<file path="src/rtl/mult_hazard_sequencer.sv">
// Hazard controller for the 5-stage core: load-use stalls plus sequencing of the
// iterative multiplier in EX (start, iterate, done/abort) with a stall-cycle counter.
module mult_hazard_sequencer #(
  parameter int unsigned MULT_CYCLES = 4,
  parameter int unsigned CNT_W       = 3,
  parameter int unsigned PERF_W      = 16
) (
  input  logic              clk,
  input  logic              arst_n,
  input  logic              id_valid,
  input  logic              id_is_mult,
  input  logic [4:0]        id_rs1,
  input  logic [4:0]        id_rs2,
  input  logic              ex_mem_read,
  input  logic [4:0]        ex_rd,
  input  logic              flush,
  output logic              stall_if_id,
  output logic              bubble_id_ex,
  output logic              mult_start,
  output logic              mult_en,
  output logic              mult_abort,
  output logic              mult_done,
  output logic              busy,
  output logic [PERF_W-1:0] perf_stall_cnt
);

  typedef enum logic [1:0] {StIdle, StBusy, StDone} state_e;

  localparam logic [CNT_W-1:0] CntLoad = CNT_W'(MULT_CYCLES - 2);

  state_e            state_q, state_d;
  logic [CNT_W-1:0]  cnt_q, cnt_d;
  logic [PERF_W-1:0] perf_q;
  logic              load_use;
  logic              stall_raw, bubble_raw, start_raw, en_raw, abort_raw, done_raw, busy_raw;

  assign load_use = id_valid && ex_mem_read && (ex_rd != 5'd0) &&
                    ((ex_rd == id_rs1) || (ex_rd == id_rs2));

  always_comb begin
    state_d    = state_q;
    cnt_d      = cnt_q;
    stall_raw  = 1'b0;
    bubble_raw = 1'b0;
    start_raw  = 1'b0;
    en_raw     = 1'b0;
    abort_raw  = 1'b0;
    done_raw   = 1'b0;
    busy_raw   = 1'b0;
    unique case (state_q)
      StIdle: begin
        if (flush) begin
          state_d = StIdle;
        end else if (load_use) begin
          stall_raw  = 1'b1;
          bubble_raw = 1'b1;
        end else if (id_valid && id_is_mult) begin
          start_raw  = 1'b1;
          stall_raw  = 1'b1;
          bubble_raw = 1'b1;
          cnt_d      = CntLoad;
          state_d    = StBusy;
        end
      end
      StBusy: begin
        busy_raw   = 1'b1;
        bubble_raw = 1'b1;
        if (flush) begin
          abort_raw = 1'b1;
          cnt_d     = '0;
          state_d   = StIdle;
        end else begin
          stall_raw = 1'b1;
          en_raw    = 1'b1;
          if (cnt_q == '0) begin
            state_d = StDone;
          end else begin
            cnt_d = cnt_q - 1'b1;
          end
        end
      end
      StDone: begin
        busy_raw  = 1'b1;
        abort_raw = flush;
        done_raw  = !flush;
        state_d   = StIdle;
      end
      default: state_d = StIdle;
    endcase
  end

  // Outputs are combinational from inputs, so force them low while reset is held.
  assign stall_if_id    = stall_raw  & arst_n;
  assign bubble_id_ex   = bubble_raw & arst_n;
  assign mult_start     = start_raw  & arst_n;
  assign mult_en        = en_raw     & arst_n;
  assign mult_abort     = abort_raw  & arst_n;
  assign mult_done      = done_raw   & arst_n;
  assign busy           = busy_raw   & arst_n;
  assign perf_stall_cnt = perf_q;

  always_ff @(posedge clk or negedge arst_n) begin
    if (!arst_n) begin
      state_q <= StIdle;
      cnt_q   <= '0;
      perf_q  <= '0;
    end else begin
      state_q <= state_d;
      cnt_q   <= cnt_d;
      if (stall_if_id && (perf_q != '1)) begin
        perf_q <= perf_q + 1'b1;
      end
    end
  end

endmodule

</file>
<file path="config.mk">
export PLATFORM = sky130hd
export DESIGN_NAME = mult_hazard_sequencer
export DESIGN_NICKNAME = d
export VERILOG_FILES = /design/src/rtl/mult_hazard_sequencer.sv
export SDC_FILE = /design/constraint.sdc
export NUM_CORES = 1
export LEC_CHECK = 0
export BUFFER_PORTS_ARGS = -buffer_cell sky130_fd_sc_hd__buf_2
export CAP_MARGIN = 20
export CORE_MARGIN = 4
export CORE_UTILIZATION = 40
export CTS_CLUSTER_SIZE = 24
export DETAILED_ROUTE_END_ITERATION = 8
export GPL_ROUTABILITY_DRIVEN = 0
export PLACE_DENSITY = 0.66
export SETUP_SLACK_MARGIN = 0.2
export SYNTH_ARGS = -nofsm -noshare
export SYNTH_HDL_FRONTEND = slang
export SYNTH_SLANG_ARGS = --single-unit
</file>
<file path="constraint.sdc">
create_clock -name clk -period 2.85 [get_ports clk]
set_input_delay 0.4275 -clock clk [delete_from_list [all_inputs] [get_ports clk]]
set_output_delay 0.4275 -clock clk [all_outputs]
set_load 0.02 [all_outputs]
</file>
# Word level (Yosys, flattened, before mapping)
# Index checks and enable logic that the tools add are counted.
# Widths: inputs -> output; s select.
dict set report word_totals {
  regBits 21
  wordCells 64
  output_inout_bits 23
  input_bits 21
}
dict set report op_classes {
  bitwise 7
  eq_ne 12
  reduce_logical 14
  muxes 26
  add_sub_neg 2
}
# cell n
set op_table {}
lappend op_table {{$add 16x1->16 const B} 1}
lappend op_table {{$ne 16x16->1 const B} 1}
lappend op_table {{$mux 3} 5}
lappend op_table {{$ne 3x3->1 const B} 4}
lappend op_table {{$mux 1} 11}
lappend op_table {{$eq 5x5->1} 2}
lappend op_table {{$mux 2} 5}
lappend op_table {{$and 1x1->1} 7}
lappend op_table {{$ne 2x2->1 const B} 3}
lappend op_table {{$pmux 1 s2} 3}
lappend op_table {{$pmux 3 s2} 1}
lappend op_table {{$logic_and 1x1->1} 5}
lappend op_table {{$reduce_and 5->1} 1}
lappend op_table {{$reduce_bool 5->1} 1}
lappend op_table {{$pmux 2 s2} 1}
lappend op_table {{$logic_not 3->1} 1}
lappend op_table {{$reduce_and 3->1} 1}
lappend op_table {{$sub 3x1->3 const B} 1}
lappend op_table {{$eq 2x1->1 const B} 1}
lappend op_table {{$eq 2x2->1 const B} 1}
lappend op_table {{$logic_not 2->1} 1}
lappend op_table {{$reduce_bool 2->1} 1}
lappend op_table {{$reduce_or 2->1} 1}
lappend op_table {{$logic_not 1->1} 1}
lappend op_table {{$logic_or 1x1->1} 1}

# Logic depth before layout (Yosys ltp)
dict set report logic_depth {
  ltp_word 8
  depth_mapped 10
  mapped_depth_nobuf 9
}

# Worst setup path before layout
# OpenSTA, ideal clock, no wires.
dict set report synth_timing {
  kind {register to register}
  from {reg perf_q[0], in the netlist perf_stall_cnt[0]}
  to {reg perf_q[4], in the netlist perf_stall_cnt[4]}
  t_arrival_ps 2073
  n_path_buf 2
  synth_period_minus_slack_ps 2204
  slack_ps 646
  required_time_ps 2720
  setup_ps 130
  path_stages_with_launch 10
  path_cell_list {dfrtp_1 ha_1 buf_4 and3_1 and3_1 or4_4 nand2_4 buf_12 nand4_4 xnor2_2}
}
dict set report synth_via {
  elab_chain_cells 2
  word_cells_on_any_way 3
  classes_between {1 x add/sub; 1 x eq/ne; 1 x reduce/logical}
}
# item line_no
set synth_rtl {}
lappend synth_rtl {{from (decl)} 33} ;# logic [PERF_W-1:0] perf_q;
lappend synth_rtl {{from (signal assigned)} 111} ;# perf_q <= perf_q + 1'b1;
lappend synth_rtl {{parallel branches: the longest is 2 deep, another holds $add 16x1->16} --}
# Parallel ways; which one is timed is not known.
# A chain may end at the register's enable or synchronous reset.

# Final worst setup path
dict set report layout_timing {
  from {reg state_q[1]}
  to {reg perf_q[1], in the netlist perf_stall_cnt[1]}
}
dict set report layout_via {
  elab_chain_cells 4
  word_cells_on_any_way 5
  classes_between {1 x eq/ne; 1 x mux; 1 x bitwise; 2 x reduce/logical}
}
# item line_no
set layout_rtl {}
lappend layout_rtl {{from (decl)} 31} ;# state_e state_q, state_d;
lappend layout_rtl {{from (signal assigned)} 104} ;# state_q <= StIdle;
lappend layout_rtl {{from (signal assigned)} 108} ;# state_q <= state_d;
lappend layout_rtl {{$eq 2x1->1 or $logic_not 2->1 (tied branches)} 50} ;# unique case (state_q)
lappend layout_rtl {{$pmux 1 s2 (*)} 50}
lappend layout_rtl {{$and 1x1->1 (*)} 93} ;# assign stall_if_id = stall_raw & arst_n;
lappend layout_rtl {{$logic_and 1x1->1 (*)} 110} ;# if (stall_if_id && (perf_q != '1)) begin
# Mark *: on every way between the ends. The rest lies on a longest branch, timed or not.

==> out/metrics.csv <==
stage,metric,value,unit
run_status,status,"finished, final reports clean",
synth,syn_area,1410,µm²
synth,synth_top_area_cell,dfrtp_1,
worst_setup_path,rr_worst_depth,7,
synth,ys_ff_latch,21,
cts,cts_resized,0,
sta,finalCritPeriodShare,0.816,
die,start_util,0.420,
power_and_ir_drop,pwr-share-comb,0.395,
grt,grt_max_degree,28,
cts,cts_tree,yes,
synth,synth_most_common_cell,dfrtp_1,
worst_setup_path,crit_fanout,15,
power_and_ir_drop,power.switching,0.357,mW
cts,ctsHoldBuffers,0,
cts,htreeDepth,1,
placement,io_buffer_count,43,
sta,setup_tns,0,ns
final_layout,nFillCells,344,
sta,worst_slew_pin_slew,0.401,ns
synth,syn_nets,169,
detailed_routing,wl_per_cell,14.0,µm
power_and_ir_drop,p_total,0.879,mW
detailed_routing,vias,1203,
worst_hold_path,hp-class,in -> async,
synth,synth_commonest_cells,"dfrtp_1 (21), xnor2_1 (12), xor2_1 (12), nand2_1 (10), and3_1 (9)",
power_and_ir_drop,internal_power,0.522,mW
worst_setup_path,start_kind,flop,
worst_setup_path,critPathCaptureType,flop,
worst_setup_path,crit_arrival,2.53,ns
sta,relSlewSlack,0.732,
synth,ys_types,35,
placement,dp_hpwl,2600,µm
synth,synth_warnings,0,
synth,synthArstFlopShare,1.00,
die,die_area,4540,µm²
worst_setup_path,critPathRequiredTime,3.06,ns
cts,cts_buffer_depth,2,
detailed_routing,firstDrtPassIters,4,
synth,yosys_most_used_dff,dfrtp_1,
final_layout,layout.nets,216,
cts,cts_sinks,21,
detailed_routing,antenna_left,0,
die,row_count,21,
sta,grt_setup_unrepaired,false,
power_and_ir_drop,clockPowerShare,0.164,
cts,cts_root_buf,clkbuf_4,
grt,overflow,0,
final_layout,multi_input_area,825,µm²
detailed_routing,routed_wl,3290,µm
sta,final-setup-viol-count,0,
sta,final_hold_viol_count,0,
grt,grtUsageTotal,0.154,
cts,cts_setup_buffers,0,
synth,synth_top_area_frac,0.372,
final_layout,register_area,526,µm²
run,drv_cap,0,
final_layout,drive_gt1_frac,0.335,
worst_setup_path,r2r-end,perf_stall_cnt[1],
final_layout,diodes,0,
sta,fin_skew,0.00389,ns
final_layout,area_delta_synth_final,20.0,%
cts,numCtsBuffers,3,
detailed_routing,routed_via_density,5.14,
cts,clk_pin_slew_worst_paths,0.11,ns
power_and_ir_drop,swShare,0.406,
grt,grt_pass1_wl,5250,µm
synth,syn_avg_cell_area,9.94,µm²
grt,antenna_found_initial,0,
power_and_ir_drop,cellPowerDensity,519,nW/µm²
detailed_routing,drt_iter0_drc,17,
die,fp.dieW,67.4,µm
detailed_routing,drc,0,
power_and_ir_drop,p_leak,0.830,nW
sta,fin_crit,2.32,ns
worst_setup_path,ff2ff_setup_slack,0.53,ns
die,pin_count,44,
synth,synth_edf_count,0,
die,die_height,67.4,µm
sta,drv_slew,0,
cts,clk_latency,0.31,ns
sta,fmax,430,MHz
power_and_ir_drop,p_seq_frac,0.442,
grt,grt_pass1_vias,1223,
die,core_area,3360,µm²
synth,seq_area_frac_synth,0.372,
synth,synth_area_leaders,"dfrtp_1 (37%), xnor2_1 (7.4%), xor2_1 (7.4%), ha_1 (5.3%), nand3_2 (5.0%)",
worst_setup_path,crit_type,reg -> reg,
worst_setup_path,worstReg2RegStart,state_q[1],
power_and_ir_drop,ir_worst_vdd,349,µV
synth,syn_inst,142,
power groups by stage:
stage | combinational, mW | sequential (mW) | clock (mW)
finish | 0.347 | 0.388 | 0.144
detailed placement | 0.348 | 0.395 | 0
global route | 0.383 | 0.397 | 0.161
floorplan | 0.209 | 0.419 | 0
global placement | 0.332 | 0.391 | 0
CTS | 0.351 | 0.389 | 0.152
layout by cell type (no fill, tap or decap), types with 2 or more instances in the layout:
cell,Yosys,routed
buf_2,0,43
dfrtp_1,21,21
xor2_1,12,12
xnor2_1,12,12
nand2_1,10,10
and3_1,9,9
inv_1,8,8
nor2_1,8,8
nand3_2,7,7
nand4_1,6,6
ha_1,6,6
and2_1,4,4
nor3_1,4,4
o211ai_1,4,4
o21ai_0,3,3
nor2b_1,3,3
nand3_1,3,3
clkbuf_4,0,3
nor3_2,2,2
a21oi_1,2,2
o21bai_1,2,2
buf_4,1,2
routing by layer:
layer  GRT usage  share of wire
met1       0.175           0.41
met2       0.276           0.49
met3      0.0283          0.088
met4      0.0709          0.017
met5           0              0
through the flow:
stage | hold slack [ns] | std cells | area (µm²) | util | setup slack [ns]
after detailed placement | 0.454 | 230 | 1670 | 0.496 | 0.542
after CTS | 0.106 | 234 | 1690 | 0.504 | 0.519
after global placement | 0.455 | 230 | 1670 | 0.496 | 0.585
after global routing | 0.133 | 234 | 1690 | 0.504 | 0.369
after floorplan | 0.132 | 142 | 1410 | - | 0.646
final | 0.108 | 234 | 1690 | 0.504 | 0.525
how the worst max path moves through the flow:
stage / start / cells after the start / to
floorplan: perf_stall_cnt[0] / 9 / perf_stall_cnt[4]
CTS: state_q[1] / 7 / perf_stall_cnt[1]
global route: ex_rd[1] / 7 / bubble_id_ex
finish: state_q[1] / 7 / perf_stall_cnt[1]
detailed placement: state_q[1] / 7 / perf_stall_cnt[1]
global placement: ex_rd[1] / 7 / bubble_id_ex
critical path, cell delays in order, from the launching register on:
cell and delay [ns]:
dfrtp_1 0.42, inv_1 0.10, ha_1 0.26, nor2b_1 0.25, nand2_1 0.13, or4_4 0.50
nand2_4 0.21, mux2_2 0.36
area by class of cell:
type                            count  share of cell area
Inverter                            8              0.0177
Tap cell                           46              0.0340
Sequential cell                    21               0.310
Clock buffer                        4              0.0155
Timing Repair Buffer               45               0.136
Multi-Input combinational cell    110               0.487
state kept, by name, summed over array words and instances, names as in the netlist:
| register | flops |
|---|---|
| cnt_q | 3 |
| perf_stall_cnt | 16 |
| state_q | 2 |
kinds of logic after synthesis:
family,count (synthesis),synth area share
AO/OA/AOI/OAI,16,0.0824
multiplexers,1,0.00798
flip-flops,21,0.372
buffers and inverters,11,0.0434
AND/OR/NAND/NOR,62,0.280
adder cells (fa/ha/maj),6,0.0532
XOR/XNOR,25,0.160
Power figures use the tool's default switching activity.
